`config.mk`:
```
export PLATFORM = sky130hd
export DESIGN_NAME = picosoc_timer_flat
export DESIGN_NICKNAME = d
export VERILOG_FILES = /design/src/rtl/picosoc_timer_if.sv /design/src/rtl/picosoc_timer.sv /design/src/flat_wrapper.sv
export SDC_FILE = /design/constraint.sdc
export NUM_CORES = 1
export LEC_CHECK = 0
export CAP_MARGIN = 20
export CORE_ASPECT_RATIO = 1.2
export CORE_UTILIZATION = 50
export DETAILED_ROUTE_END_ITERATION = 10
export GPL_ROUTABILITY_DRIVEN = 0
export PLACE_DENSITY = 0.79
export SLEW_MARGIN = 10
export SYNTH_ARGS = -nofsm -noshare
export SYNTH_HDL_FRONTEND = slang
export SYNTH_SLANG_ARGS = --single-unit
export TNS_END_PERCENT = 1
```
`constraint.sdc`:
```
create_clock -name clk -period 7.1 [get_ports clk]
set_clock_uncertainty 0.05 [all_clocks]
set_input_delay 2.13 -clock clk [delete_from_list [all_inputs] [get_ports clk]]
set_output_delay 2.13 -clock clk [all_outputs]
set_load 0.005 [all_outputs]
```
`src/rtl/picosoc_timer_if.sv`:
```
// picosoc_timer_if
// Bundles the PicoSoC iomem request/response signals.
//   master : initiator side (drives valid/wstrb/addr/wdata, receives ready/rdata)
//   slave  : responder side (receives the request, drives ready/rdata)
interface picosoc_timer_if;
    logic        iomem_valid;
    logic        iomem_ready;
    logic [3:0]  iomem_wstrb;
    logic [31:0] iomem_addr;
    logic [31:0] iomem_wdata;
    logic [31:0] iomem_rdata;

    modport master (
        output iomem_valid,
        output iomem_wstrb,
        output iomem_addr,
        output iomem_wdata,
        input  iomem_ready,
        input  iomem_rdata
    );

    modport slave (
        input  iomem_valid,
        input  iomem_wstrb,
        input  iomem_addr,
        input  iomem_wdata,
        output iomem_ready,
        output iomem_rdata
    );
endinterface

```
`src/rtl/picosoc_timer.sv`:
```
// picosoc_timer
// Prescaled 32-bit up-counter with compare match, overflow flag and level
// interrupt, mapped as a 256-byte register window on the PicoSoC iomem bus.
// Ports:
//   clk    : single clock, all state on the rising edge
//   reset  : asynchronous, active-high reset
//   bus    : iomem responder (valid/wstrb/addr/wdata in, ready/rdata out)
//   irq    : level interrupt = CTRL.IRQ_EN & STATUS.MATCH
// Register map (addr[7:2]): 0x00 CTRL {IRQ_EN,AUTO_RELOAD,EN}, 0x04 PRESC[15:0],
//   0x08 COUNT, 0x0C CMP, 0x10 STATUS {OVF,MATCH} (write-1-to-clear).
module picosoc_timer #(
    parameter logic [31:0] BASE_ADDR = 32'h0300_0000
) (
    input  logic              clk,
    input  logic              reset,
    picosoc_timer_if.slave    bus,
    output logic              irq
);

    localparam logic [5:0] OFF_CTRL   = 6'h00;
    localparam logic [5:0] OFF_PRESC  = 6'h01;
    localparam logic [5:0] OFF_COUNT  = 6'h02;
    localparam logic [5:0] OFF_CMP    = 6'h03;
    localparam logic [5:0] OFF_STATUS = 6'h04;

    logic [2:0]  ctrl_reg,   ctrl_next;
    logic [15:0] presc_reg,  presc_next;
    logic [31:0] count_reg,  count_next;
    logic [31:0] cmp_reg,    cmp_next;
    logic [1:0]  status_reg, status_next;
    logic [15:0] pc_reg,     pc_next;
    logic        ready_reg,  ready_next;
    logic [31:0] rdata_reg,  rdata_next;

    logic        sel;
    logic        accept;
    logic        wr_en;
    logic        rd_en;
    logic [5:0]  off;
    logic [31:0] wmask;
    logic        wr_ctrl, wr_presc, wr_count, wr_cmp, wr_status;
    logic        tick;
    logic        count_tick;
    logic        match;
    logic        reload;
    logic        carry;
    logic [31:0] count_inc;
    logic [1:0]  status_set;
    logic [1:0]  status_clr;
    logic [31:0] rd_mux;

    // Byte offsets within a word are irrelevant; only word offsets decode.
    wire unused_addr = &{1'b0, bus.iomem_addr[1:0]};

    // Per-byte write mask from the strobes.
    generate
        for (genvar gi = 0; gi < 4; gi++) begin : g_wmask
            assign wmask[gi*8 +: 8] = {8{bus.iomem_wstrb[gi]}};
        end
    endgenerate

    always_comb begin
        sel    = bus.iomem_valid && (bus.iomem_addr[31:8] == BASE_ADDR[31:8]);
        // A request is taken only while ready is low, so ready never repeats
        // on consecutive cycles.
        accept = sel && !ready_reg;
        wr_en  = accept && (bus.iomem_wstrb != 4'b0000);
        rd_en  = accept && (bus.iomem_wstrb == 4'b0000);
        off    = bus.iomem_addr[7:2];

        wr_ctrl   = wr_en && (off == OFF_CTRL);
        wr_presc  = wr_en && (off == OFF_PRESC);
        wr_count  = wr_en && (off == OFF_COUNT);
        wr_cmp    = wr_en && (off == OFF_CMP);
        wr_status = wr_en && (off == OFF_STATUS);

        tick       = ctrl_reg[0] && (pc_reg == presc_reg);
        // A bus write to COUNT overrides the tick entirely, flags included.
        count_tick = tick && !wr_count;
        match      = (count_reg == cmp_reg);
        reload     = match && ctrl_reg[1];
        {carry, count_inc} = {1'b0, count_reg} + 33'd1;
    end

    always_comb begin
        ctrl_next  = ctrl_reg;
        presc_next = presc_reg;
        cmp_next   = cmp_reg;
        count_next = count_reg;
        status_set = 2'b00;
        status_clr = 2'b00;

        if (wr_ctrl && bus.iomem_wstrb[0]) begin
            ctrl_next = bus.iomem_wdata[2:0];
        end
        if (wr_presc) begin
            presc_next = (presc_reg & ~wmask[15:0]) | (bus.iomem_wdata[15:0] & wmask[15:0]);
        end
        if (wr_cmp) begin
            cmp_next = (cmp_reg & ~wmask) | (bus.iomem_wdata & wmask);
        end
        if (wr_status && bus.iomem_wstrb[0]) begin
            status_clr = bus.iomem_wdata[1:0];
        end

        if (wr_count) begin
            count_next = (count_reg & ~wmask) | (bus.iomem_wdata & wmask);
        end else if (count_tick) begin
            count_next = reload ? 32'd0 : count_inc;
            status_set = {carry && !reload, match};
        end

        // Set wins over a simultaneous clear.
        status_next = (status_reg & ~status_clr) | status_set;

        if (!ctrl_reg[0] || wr_presc || wr_count || tick) begin
            pc_next = 16'd0;
        end else begin
            pc_next = pc_reg + 16'd1;
        end
    end

    always_comb begin
        rd_mux = 32'd0;
        case (off)
            OFF_CTRL:   rd_mux = {29'd0, ctrl_reg};
            OFF_PRESC:  rd_mux = {16'd0, presc_reg};
            OFF_COUNT:  rd_mux = count_reg;
            OFF_CMP:    rd_mux = cmp_reg;
            OFF_STATUS: rd_mux = {30'd0, status_reg};
            default:    rd_mux = 32'd0;
        endcase
        ready_next = accept;
        rdata_next = rd_en ? rd_mux : 32'd0;
    end

    always_ff @(posedge clk or posedge reset) begin
        if (reset) begin
            ctrl_reg   <= 3'd0;
            presc_reg  <= 16'd0;
            count_reg  <= 32'd0;
            cmp_reg    <= 32'd0;
            status_reg <= 2'd0;
            pc_reg     <= 16'd0;
            ready_reg  <= 1'b0;
            rdata_reg  <= 32'd0;
        end else begin
            ctrl_reg   <= ctrl_next;
            presc_reg  <= presc_next;
            count_reg  <= count_next;
            cmp_reg    <= cmp_next;
            status_reg <= status_next;
            pc_reg     <= pc_next;
            ready_reg  <= ready_next;
            rdata_reg  <= rdata_next;
        end
    end

    assign bus.iomem_ready = ready_reg;
    assign bus.iomem_rdata = rdata_reg;
    assign irq             = ctrl_reg[2] && status_reg[0];

endmodule

```
`src/flat_wrapper.sv`:
```
// flat-port wrapper written by rule: the top's interface ports become plain ports
module picosoc_timer_flat 
#(
    parameter logic [31:0] BASE_ADDR = 32'h0300_0000
)
  (clk, reset, irq, bus_iomem_valid, bus_iomem_wstrb, bus_iomem_addr, bus_iomem_wdata, bus_iomem_ready, bus_iomem_rdata);
  picosoc_timer_if bus_i ();
  input  logic clk;
  input  logic reset;
  output logic irq;
  input wire logic [$bits(bus_i.iomem_valid)-1:0] bus_iomem_valid;
  input wire logic [$bits(bus_i.iomem_wstrb)-1:0] bus_iomem_wstrb;
  input wire logic [$bits(bus_i.iomem_addr)-1:0] bus_iomem_addr;
  input wire logic [$bits(bus_i.iomem_wdata)-1:0] bus_iomem_wdata;
  output wire logic [$bits(bus_i.iomem_ready)-1:0] bus_iomem_ready;
  output wire logic [$bits(bus_i.iomem_rdata)-1:0] bus_iomem_rdata;
  assign bus_i.iomem_valid = bus_iomem_valid;
  assign bus_i.iomem_wstrb = bus_iomem_wstrb;
  assign bus_i.iomem_addr = bus_iomem_addr;
  assign bus_i.iomem_wdata = bus_iomem_wdata;
  assign bus_iomem_ready = bus_i.iomem_ready;
  assign bus_iomem_rdata = bus_i.iomem_rdata;
  picosoc_timer #(.BASE_ADDR(BASE_ADDR)) u_core (.clk(clk), .reset(reset), .bus(bus_i), .irq(irq));
endmodule
```
==> results.txt, run 1 <==
WP data required: 7.36 ns
Cell Pwr Density: 196 nW/µm²
Crit path buffers/inverters: 1
Largest net degree at the start of global routing: 58
Hold WS: 0.487 ns
Total gr overflow: 0
Sink Count: 134
Pins Over Slew Limit: 0
Post-CTS Setup Inserts: 0
Async SR Flop Fraction: 100%
Count of final hold-check violations: 0
Main synth FF type: dfrtp_1
M1 wire length: 7530 µm
Crit path max-delay cell type: nor2_1
Hold crit path type: flip-flop to flip-flop
Endpoints failing setup: 0
Tot Pwr: 1.70 mW
Max clock buf depth: 2
Hold depth: 1
Final period util: 69.2%
Worst-path fanout max: 15
DRC violations left: 0
Die width: 110 µm
Vias per cell: 6.14
CTS resizes: 0
Area Growth Syn to Fin: 24.4%
Die area: 14500 µm²
Num CTS Buffers: 17
Netlist cell types: 51
DRT iter0 DRCs: 569
I/O Pins: 105
Antenna cell count: 0
Crit-path max cell delay: 0.78 ns
Measured slew at the worst slew-check pin: 1.12 ns
First-pass GRT wire length: 30500 µm
Max frequency: 203 MHz
TritonCTS clock tree: done
Commonest non-fill, non-tap cell in the layout: dfrtp_1
Pleak: 3.98 nW
Antenna-violating nets left: 0
Chip height: 132 µm
Crit path DAT: 5.17 ns
Crit path launch type: input pin
Share of cells above drive strength 1: 13.8%
Slew HR: 25.6%
H-tree lvl count: 4
Root Buffer: clkbuf_16
Starting Density: 50.9%
PortBufs: 102
Syn_nets: 768
Hold-fix buffers, CTS: 0
Mapped Area: 7010 µm²
Nets@finish: 860
Max-Cap Viols: 0
Clk Latency, worst-skew pair: 0.43 ns
Fin crit period: 4.91 ns
Fillers: 1108
Synthesized flop and latch total: 134
Crit path kind: input pin to flip-flop
Wirelength per Cell: 19.5 µm
Capturing element type of the critical path: flip-flop
Met2 Routed Length: 9380 µm
Peak VDD IR: 0.000142 V
Most frequent cells in the layout: 134 x dfrtp_1, 102 x clkdlybuf4s50_1, 77 x nor2_1, 60 x mux2_2, 58 x nand2_1
Largest delay contributor family on the critical path: simple AND/OR/NAND/NOR gates
Row cnt: 47
TritonRoute pass-1 iters: 7
R2R cell count: 6
Tot GR Track Use: 27.8%
Core ar.: 13800 µm²
Final wirelength: 18900 µm
Total stage count of the critical path: 8
Post-synthesis sequential area ratio: 47.8%
Syn Area/Cell: 10.1 µm²
CP cell instances: clkdlybuf4s50_1 > nor4_1 > nand4_1 > nor2_1 > and3_1 > nor2_2 > a2bb2o_1 > a211o_1
Cells after Synth: 695
Antenna violations before repair: 0
Number of synthesized flops with an enable pin: 0
Routed wire length on met3: 1320 µm
Clock-pin slew on the worst setup and hold paths: 0.05 ns
Status: finished, final reports clean
Top Metal Used: met4
Post-detail-place hpwl: 13400 µm
Ys Warns: 0
Vias in the first global route: 5981
Total number of vias: 5953
Setup TNS: 0 ns
Unrepaired setup endpoints after global routing: no
-- path summary, 6_finish.rpt --
path | start | end | slack (ns)
worst min register to register | u_core.pc_reg[0]$_DFF_PP0_ | u_core.pc_reg[0]$_DFF_PP0_ | 0.49
worst max-delay path | bus_iomem_addr[9] | flip-flop | 2.19
min in group asynchronous | reset | asynchronous set/reset pin | 2.06
max in group asynchronous | reset | u_core.pc_reg[1]$_DFF_PP0_ | 3.83
worst min-delay path | u_core.pc_reg[0]$_DFF_PP0_ | u_core.pc_reg[0]$_DFF_PP0_ | 0.49
worst max register to register | flip-flop | flip-flop | 3.92
-- cells by family (layout without fill, tap and decap cells) --
family,after synthesis,after routing,share of synthesized area (%)
AOI/OAI and AO/OA,115,115,11.9
buffers and inverters,48,152,2.91
DFF,134,134,47.8
xor gates and xnor gates,62,62,7.75
adders and majority gates,2,2,0.357
muxes,63,63,10.1
and+or+nand+nor,271,271,19.1
-- routing by layer --
| layer | vias to the layer above | global-route usage, % |
|---|---|---|
| li1 | 2694 | - |
| met1 | 2924 | 35.1 |
| met2 | 277 | 43.9 |
| met4 | 0 | 14.1 |
| met3 | 58 | 6.60 |
| met5 | - | 0 |
-- stage by stage --
step	util, %	cell area, µm²	cells	setup slack, ns
3_5_place_dp	59.1	8140	939	1.82
5_1_grt	63.3	8720	970	2.04
2_1_floorplan	-	7010	695	1.34
4_1_cts	63.3	8720	970	2.24
6_report	63.3	8720	970	2.19
3_3_place_gp	59.1	8140	939	1.87
-- Yosys cell counts, types with 12 or more instances --
cell,instances,area (µm²)
o21ai_0,24,120
nor3_1,21,105
a22oi_1,32,240
nand3_1,34,170
inv_1,12,45.0
clkbuf_1,25,93.8
mux2_2,60,676
dfrtp_1,134,3350
nand2_1,58,218
nor4_1,17,106
and3_1,12,75.1
nor2_1,77,289
xor2_1,54,473
nand4_1,12,75.1
-- layout make-up --
type,instances,area [µm²],area share [%]
Multi-Input combinational cell,513,3450,39.6
Tap cell,171,214,2.45
Inverter,12,47.5,0.546
Clock inverter,8,98.8,1.13
Clock buffer,23,478,5.48
Sequential cell,134,3350,38.5
Timing Repair Buffer,109,1070,12.3
-- power by group --
group          switching [mW]  internal, mW  total [mW]  leakage [nW]
clock                   0.324         0.541       0.865         0.279
combinational          0.0368        0.0386      0.0754          1.84
sequential          0.0000274         0.764       0.764          1.86
total                   0.361          1.34        1.70          3.98
Note: power is estimated with default switching activity, not from simulation.
==> run 2: changes to the inputs <==
==> constraint.sdc (replaced) <==
create_clock -name clk -period 4.8 [get_ports clk]
set_clock_uncertainty 0.05 [all_clocks]
set_input_delay 1.44 -clock clk [delete_from_list [all_inputs] [get_ports clk]]
set_output_delay 1.44 -clock clk [all_outputs]
set_load 0.005 [all_outputs]
==> results.txt, run 2 (synthesized netlist as in run 1, its figures left out) <==
Setup WS pre-CTS: 0.499 ns (-1.32 ns)
Max frequency: 255 MHz
Crit-path max cell delay: 0.59 ns (-0.19 ns)
Antenna-violating nets left: 0 (unchanged)
I/O Pins: 105 (unchanged)
Measured slew at the worst slew-check pin: 1.00 ns (-0.116 ns)
Die area: 14500 µm² (unchanged)
Nets@finish: 865 (+0.58%)
CTS resizes: 0 (unchanged)
Tot GR Track Use: 27.6% (-0.17 points)
Chip height: 132 µm (unchanged)
Total stage count of the critical path: 7 (-1)
DRT iter0 DRCs: 646 (+14%)
Num CTS Buffers: 17 (unchanged)
Count of final hold-check violations: 0 (unchanged)
Clock-pin slew on the worst setup and hold paths: 0.06 ns (about the same)
Hold-fix buffers, CTS: 0 (unchanged)
TritonCTS clock tree: done
First-pass GRT wire length: 30300 µm (-0.68%)
Total number of vias: 6055 (+1.7%)
Final Cell Area: 8810 µm² (+1.1%)
Endpoints failing setup: 0 (unchanged)
Clk Latency, worst-skew pair: 0.44 ns (about the same)
Final period util: 81.8%
Post-CTS Setup Inserts: 0 (unchanged)
DRC violations left: 0 (unchanged)
Fin crit period: 3.92 ns
Area Growth Syn to Fin: 25.7%
R2R cell count: 7 (+1)
Die width: 110 µm (unchanged)
Capturing element type of the critical path: flip-flop
Worst setup path start: bus_iomem_addr[4]
Non-Filler Instances: 976 (+0.62%)
Vias per cell: 6.20 (+1.1%)
Setup TNS: 0 ns (unchanged)
Crit path buffers/inverters: 1 (unchanged)
Total gr overflow: 0 (unchanged)
TritonRoute pass-1 iters: 5 (-2)
Post-DP Area: 8170 µm² (+0.38%)
Setup WS post-layout: 0.875 ns (-1.31 ns)
Tot Pwr: 2.63 mW (+54%)
Status: finished, final reports clean
Commonest non-fill, non-tap cell in the layout: dfrtp_1
Crit path DAT: 4.19 ns (-0.98 ns)
Pins Over Slew Limit: 0 (unchanged)
Largest net degree at the start of global routing: 79 (+36%)
WP data required: 5.07 ns (-2.29 ns)
Hold crit path type: flip-flop to flip-flop
PortBufs: 102 (unchanged)
Slew HR: 33.3% (+7.7 points)
Largest delay contributor family on the critical path: simple AND/OR/NAND/NOR gates
Most frequent cells in the layout: 134 x dfrtp_1, 102 x clkdlybuf4s50_1, 77 x nor2_1, 60 x mux2_2, 58 x nand2_1
Internal reg-to-reg setup slack: 1.87 ns (-2.05 ns)
Max-Cap Viols: 0 (unchanged)
Peak VDD IR: 0.000329 V (+130%)
Final wirelength: 18800 µm (-0.58%)
Unrepaired setup endpoints after global routing: no
Startpoint of the worst hold path: u_core.ctrl_reg[2]$_DFFE_PP0P_
Starting Density: 50.9% (unchanged)
Core ar.: 13800 µm² (unchanged)
Root Buffer: clkbuf_16
Crit path max-delay cell type: or4_4
Inst Count DP: 943 (+0.43%)
Pleak: 4.02 nW (+1.1%)
Max clock buf depth: 2 (unchanged)
Sink Count: 134 (unchanged)
Crit path launch type: input pin
Crit path kind: input pin to flip-flop
Final core utilization: 64.0% (+0.67 points)
Row cnt: 47 (unchanged)
Antenna violations before repair: 0 (unchanged)
Vias in the first global route: 5925 (-0.94%)
Share of cells above drive strength 1: 14.8% (+1.0 points)
CP cell instances: clkdlybuf4s50_1 > or4_4 > nor2_2 > and3_1 > nor2_1 > o2bb2ai_1 > a211o_1
Antenna cell count: 0 (unchanged)
Hold WS: 0.485 ns (-0.00184 ns)
Worst-path fanout max: 10 (-5)
H-tree lvl count: 4 (unchanged)
Post-detail-place hpwl: 13600 µm (+1.3%)
Cell Pwr Density: 299 nW/µm² (+53%)
Wirelength per Cell: 19.3 µm (-1.2%)
## run 2: cell types whose count changed in the layout (fill, tap and decap cells not counted)
cell	change
clkinvlp_4	+2
clkbuf_1	-3
bufinv_16	+2
inv_6	+4
buf_4	+4
inv_4	-1
buf_6	+1
clkbuf_8	-3
## run 2: layout make-up
| cell class | count | area, µm² |
|---|---|---|
| multi-input cells | 513 | 3450 |
| fillers | 1082 | 4950 |
| repair buffers | 114 | 1110 |
| inverters | 12 | 48.8 |
| clock inverters | 15 | 201 |
| well taps | 171 | 214 |
| flip-flops and latches | 134 | 3350 |
| clock buffers | 17 | 425 |
## run 2: metal layers
| layer | share of wire (%) | vias to the layer above | global-route usage (%) |
|---|---|---|---|
| met3 | 6.6 | 56 | 6.05 |
| met4 | 3.4 | 0 | 12.4 |
| met2 | 50 | 310 | 44.7 |
| met1 | 40 | 2990 | 35.0 |
| li1 | - | 2699 | - |
| met5 | 0 | - | 0 |
## run 2: worst min-delay path by stage
stage / cells past startpoint / end
finish: 1 / u_core.ctrl_reg[2]$_DFFE_PP0P_
CTS: 1 / u_core.ctrl_reg[2]$_DFFE_PP0P_
global placement: 2 / flip-flop
global route: 1 / u_core.ctrl_reg[2]$_DFFE_PP0P_
floorplan: 2 / u_core.status_reg[1]$_DFF_PP0_
detailed placement: 2 / u_core.status_reg[0]$_DFF_PP0_
## run 2: worst reg2reg max path: cells and delay by family, from the launching register on
kind            cells  cell delay [ns]
buf+inv             1             0.26
simple gates        2             0.76
xor+xnor            1             0.20
compound gates      3             1.04
flops               1             0.49
## run 2: where the power goes
group / total (mW) / internal (mW) / switching [mW]
Combinational: 0.112 / 0.0572 / 0.0543
Clock: 1.39 / 0.871 / 0.520
Sequential: 1.13 / 1.13 / 0.0000406
